File: config.mk
export PLATFORM = sky130hd
export DESIGN_NAME = block_cw_framer
export DESIGN_NICKNAME = d
export VERILOG_FILES = /design/src/rtl/block_interleaver_pkg.sv /design/src/rtl/block_cw_framer.sv
export SDC_FILE = /design/constraint.sdc
export NUM_CORES = 1
export LEC_CHECK = 0
export CAP_MARGIN = 20
export CORE_MARGIN = 2
export CORE_UTILIZATION = 48
export DETAILED_ROUTE_END_ITERATION = 10
export PLACE_DENSITY_LB_ADDON = 0.2
export RECOVER_POWER = 25
export SLEW_MARGIN = 0
export SYNTH_ARGS = -nofsm -noshare
export SYNTH_HDL_FRONTEND = slang
export SYNTH_SLANG_ARGS = --single-unit
export TNS_END_PERCENT = 50
File: constraint.sdc
create_clock -name clk -period 4.6 [get_ports clk]
set_input_delay 0.69 -clock clk [delete_from_list [all_inputs] [get_ports clk]]
set_output_delay 0.69 -clock clk [all_outputs]
set_load 0.005 [all_outputs]
File: src/rtl/block_interleaver_pkg.sv
// Shared types and constants for the block interleaver receive-side framing logic.
package block_interleaver_pkg;

  typedef enum logic [1:0] {
    IDLE       = 2'd0,
    SEND       = 2'd1,
    DRAIN_LOW  = 2'd2,
    DRAIN_HIGH = 2'd3
  } cw_state_e;

  localparam int MIN_CW_LENGTH = 2;

  function automatic int len_width(input int n);
    return $clog2(n + 1);
  endfunction

endpackage

File: src/rtl/block_cw_framer.sv
// Frames an unframed symbol stream into codewords of per-codeword length for the
// block interleaver, honouring its ready/drain handshake and error abort.
module block_cw_framer
  import block_interleaver_pkg::*;
#(
  parameter int NUMBER_OF_ELEMENTS = 12,
  parameter int WORD_LENGTH        = 3,
  localparam int LW                = len_width(NUMBER_OF_ELEMENTS)
) (
  input  logic                   clk,
  input  logic                   rst,
  input  logic                   i_valid,
  input  logic [WORD_LENGTH-1:0] i_data,
  input  logic [LW-1:0]          i_cw_length,
  output logic                   o_consume,
  input  logic                   i_in_ready,
  input  logic                   i_error,
  output logic                   o_valid,
  output logic                   o_start_cw,
  output logic                   o_end_cw,
  output logic [WORD_LENGTH-1:0] o_data,
  output logic                   o_error
);

  cw_state_e             state, state_n;
  logic [LW-1:0]         remaining, remaining_n;
  logic                  len_ok, take, consume, illegal;

  logic                  vld_p1, start_p1, end_p1, err_p1;
  logic [WORD_LENGTH-1:0] data_p1;

  always_comb begin
    len_ok  = (i_cw_length >= LW'(MIN_CW_LENGTH)) &&
              (i_cw_length <= LW'(NUMBER_OF_ELEMENTS));
    take    = i_valid && i_in_ready && !i_error;
    consume = 1'b0;
    illegal = 1'b0;
    case (state)
      IDLE: begin
        consume = take && len_ok;
        illegal = i_valid && i_in_ready && !len_ok;
      end
      SEND:    consume = take && (remaining != '0);
      default: ;
    endcase
  end

  assign o_consume = consume;

  // Abort from the interleaver overrides every transition and clears the count.
  always_comb begin
    state_n     = state;
    remaining_n = remaining;
    if (i_error) begin
      state_n     = IDLE;
      remaining_n = '0;
    end else begin
      case (state)
        IDLE: begin
          if (consume) begin
            state_n     = SEND;
            remaining_n = i_cw_length - LW'(1);
          end
        end
        SEND: begin
          if (consume) begin
            remaining_n = remaining - LW'(1);
            if (remaining == LW'(1)) state_n = DRAIN_LOW;
          end
        end
        DRAIN_LOW:  if (!i_in_ready) state_n = DRAIN_HIGH;
        DRAIN_HIGH: if (i_in_ready)  state_n = IDLE;
        default:    state_n = IDLE;
      endcase
    end
  end

  // p1: one-cycle output stage toward the interleaver.
  always_ff @(posedge clk) begin
    if (rst) begin
      state     <= IDLE;
      remaining <= '0;
      vld_p1    <= 1'b0;
      start_p1  <= 1'b0;
      end_p1    <= 1'b0;
      err_p1    <= 1'b0;
      data_p1   <= '0;
    end else begin
      state     <= state_n;
      remaining <= remaining_n;
      vld_p1    <= consume;
      start_p1  <= consume && (state == IDLE);
      end_p1    <= consume && (state == SEND) && (remaining == LW'(1));
      err_p1    <= i_error || illegal;
      if (consume) data_p1 <= i_data;
    end
  end

  assign o_valid    = vld_p1;
  assign o_start_cw = start_p1;
  assign o_end_cw   = end_p1;
  assign o_error    = err_p1;
  assign o_data     = data_p1;

endmodule

Yosys cells after proc, flatten, opt, wreduce, memory -nomap -nowiden
Cells that the tools add are included.
{"block": "classes", "muxes": 11, "eq_ne": 9, "order_cmp": 2, "reduce_logical": 18, "n_addsub": 2}
{"cell": "2-to-1 mux 2 bit", "n": 5}
{"cell": "!= test 2 bit (second input constant)", "n": 5}
{"cell": "logical AND 1 bit", "n": 9}
{"cell": "2-to-1 mux 4 bit", "n": 2}
{"cell": "case mux 2 bit (4 select lines)", "n": 1}
{"cell": "case mux 4 bit (2 select lines)", "n": 1}
{"cell": "subtractor 4 x 1 -> 4 bit (second input constant)", "n": 2}
{"cell": "AND reduction 5 bit", "n": 1}
{"cell": "equality test 2 bit (second input constant)", "n": 2}
{"cell": "equality test 4 x 1 -> 1 bit (second input constant)", "n": 1}
{"cell": "greater-or-equal comparator 4 x 2 -> 1 bit (second input constant)", "n": 1}
{"cell": "less-or-equal comparator 4 bit (second input constant)", "n": 1}
{"cell": "nonzero test 4 bit", "n": 1}
{"cell": "AND reduction 3 bit", "n": 1}
{"cell": "equality test 2 x 1 -> 1 bit (second input constant)", "n": 1}
{"cell": "zero test 1 bit", "n": 2}
{"cell": "zero test 2 bit", "n": 1}
{"cell": "case mux 1 bit (2 select lines)", "n": 1}
{"cell": "nonzero test 2 bit", "n": 1}
{"cell": "OR reduction 2 bit", "n": 1}
{"cell": "logical OR 1 bit", "n": 1}
{"cell": "2-to-1 mux 1 bit", "n": 1}
{"block": "totals", "input_bits": 12, "reg_bits": 13}

Depth between registers and ports, before layout
{"block": "depth", "depth_word": 6, "ltp_mapped": 8, "depth_no_buf": 8}

Worst setup path after synthesis
No wires, ideal clock.
{"block": "synth_timing", "path_kind": "input -> output", "start": "input port i_cw_length[0]", "end": "output port o_consume", "cell_stages": 5, "n_path_buf": 0, "t_arrival_ns": 1.449, "required_time_ns": 3.910, "slack_ns": 2.461, "cell_sequence": "inv_1 -> ha_1 -> nor4_2 -> o31a_4 -> inv_4"}
{"block": "synth_between", "elab_chain_cells": 4}
{"item": "start: declaration", "line": "block_cw_framer.sv:14", "rtl": "input logic [LW-1:0] i_cw_length,"}
{"item": "greater-or-equal comparator 4 x 2 -> 1 bit or less-or-equal comparator 4 bit (tied branches)", "line": "block_cw_framer.sv:33, block_cw_framer.sv:34"}
{"item": "logical AND 1 bit *", "line": "block_cw_framer.sv:33", "rtl": "len_ok = (i_cw_length >= LW'(MIN_CW_LENGTH)) &&"}
{"item": "logical AND 1 bit *", "line": "block_cw_framer.sv:40", "rtl": "consume = take && len_ok;"}
{"item": "case mux 1 bit (2 select lines) *", "line": "block_cw_framer.sv:38", "rtl": "case (state)"}
{"item": "end: declaration", "line": "block_cw_framer.sv:15", "rtl": "output logic o_consume,"}
Mark *: on every way between the ends. The rest lies on a longest branch, timed or not.

Worst setup path after layout
Same ends and word-level chain as after synthesis.

==> impl_metrics.tcl <==
set metrics [dict create \
    outcome "completed" \
    finalClockSkew_ns 0.00184 \
    clock_path_buffers 2 \
    cp-start-kind "input pin" \
    start_util 0.508 \
    dpl.hpwl_mm 1.19 \
    synth-seq-cells 13 \
    cts_hold_buf 0 \
    setup_viol 0 \
    post_drt_wl_per_cell_um 12.2 \
    synth_top_area_frac 0.340 \
    numPortBuffers 19 \
    cp_max_fo 8 \
    fmaxAchievable_ghz 0.310 \
    num_rows 14 \
    diodes 0 \
    worstSetupEndpointType "output pin" \
    grt.total_usage 0.186 \
    ios 20 \
    drc 0 \
    antenna_found_initial 0 \
    finalHoldViolations 0 \
    grt_pass1_wl_mm 2.64 \
    p_per_area_mw_per_mm2 228 \
    path_class "in2out" \
    rsz0062_at_grt "false" \
    area_growth_syn_to_layout_pct 29.7 \
    insertion_delay_ns 0.28 \
    hp-class "reg2reg" \
    htreeDepth 1 \
    postCtsSetupBuffers 0 \
    crit_arrival_ns 2.54 \
    core_mm2 0.00151 \
    totalNegativeSetupSlack_ns 0 \
    syn_inst 89 \
    avgSynthCellArea_um2 8.60 \
    cts_tree "done" \
    synth_top_area_cell "dfxtp_1" \
    most-common-layout-cells "clkdlybuf4s50_1 (15), nand2_1 (13), dfxtp_1 (13)" \
    synth.area.top_cells "dfxtp_1 (34%), ha_1 (13%), nand2_1 (6.4%)" \
    die_h_um 43.9 \
    die_x_um 43.9 \
    grt_overflow_total 0 \
    gp_congestion 0.804 \
    via_per_inst 5.54 \
    path_clk_slew_ns 0.08 \
    vdd_drop_max_mv 0.148 \
    vias 698 \
    layout_commonest_cell "clkdlybuf4s50_1" \
    p_total_mw 0.226 \
    synth_nets 109 \
    first_pass_iters 4 \
    ys_seq_area_frac 0.340 \
    leakage_nw 0.390 \
    netlist_area_um2 766 \
    cp.required_ns 3.91 \
    finalMaxSlewViolations 0 \
    drive_gt1_frac 0.0636 \
    min_period_ns 3.23 \
    grt_max_degree 14 \
    nets 131 \
    grt_pass1_vias 674 \
    drt_wl_total_mm 1.53 \
    dieArea_mm2 0.00193 \
    maxCapViolations 0 \
    root_buffer "clkbuf_4" \
    ant_nets 0 \
    cts_resized 0 \
    clock-sinks 13 \
    drt_iter0_drc 9 \
    numCtsBuffers 3 \
    slew_headroom 0.708 \
    yosysWarnings 0 \
    worst_pin_slew_ns 0.438 \
    yosysUniqueCellTypes 33 \
    fin_crit_sh 0.702 \
]
## synthesized netlist by cell type (all sizes together)
cell type,n
clkbuf,2
nand4,1
nand3,1
a21oi,4
a21boi,2
o311a,2
a41oi,1
o211ai,2
xnor2,2
o21ai,7
o31ai,1
a221o,1
ha,8
o311ai,1
o22ai,1
and2,1
nand2b,1
nand2,13
nor2,4
and3b,1
nor2b,2
mux2i,2
nor3b,1
o31a,2
inv,9
dfxtp,13
nor3,2
nor4,2
## flip-flops by register name, indices dropped and copies added (netlist names)
signal      cells
state           2
o_start_cw      1
remaining       4
o_end_cw        1
o_valid         1
o_error         1
o_data          3
## path summary, 6_finish.rpt
check | from | to | slack (ns) | depth (start not counted)
max | i_cw_length[0] | o_consume | 1.37 | 7
min | o_data[1] | o_data[1] | 0.46 | 2
max reg2reg | state[1] | remaining[1] | 2.69 | 7
min reg2reg | o_data[1] | o_data[1] | 0.46 | 2
## area by class of cell
type	instances	area (um^2)
multi-input cells	65	460
repair buffers	19	190
inverters	9	36.3
flip-flops and latches	13	260
clock buffers	4	26.3
well taps	16	20.0
fillers	135	513
## power by group
group | total [mW] | switching, mW | internal [mW]
combinational | 0.0382 | 0.0177 | 0.0206
clock | 0.0715 | 0.0379 | 0.0337
sequential | 0.116 | 0.00145 | 0.115
## critical path: stages
cell	delay, ns
clkdlybuf4s50_1	0.51
inv_1	0.09
ha_1	0.21
nor4_2	0.27
o31a_4	0.26
inv_4	0.07
clkdlybuf4s50_1	0.44
## metrics by stage
| step | setup slack [ns] | hold slack [ns] | cells | area [um^2] | utilization |
|---|---|---|---|---|---|
| floorplan | 2.46 | 0.453 | 89 | 766 | - |
| global placement | 1.41 | 0.447 | 122 | 968 | 0.643 |
| detailed placement | 1.36 | 0.454 | 122 | 968 | 0.643 |
| CTS | 1.35 | 0.467 | 126 | 995 | 0.660 |
| global route | 1.24 | 0.499 | 126 | 993 | 0.659 |
| finish | 1.37 | 0.463 | 126 | 993 | 0.659 |
## routing by layer
layer,vias up,wire length [um],global-route usage
met1,317,706,0.217
met3,5,88,0.0417
li1,354,-,-
met4,0,31,0.109
met5,-,0,0
met2,22,706,0.309
## cell families (layout without fill, tap and decap cells)
family,after synthesis,after routing,synth area share
and+or+nand+nor,29,29,0.198
muxes,2,2,0.0261
xor gates and xnor gates,2,2,0.0229
DFF,13,13,0.340
adders and majority gates,8,8,0.131
AOI/OAI and AO/OA,24,24,0.225
buffers and inverters,11,32,0.0572
Power figures use the tool's default switching activity.
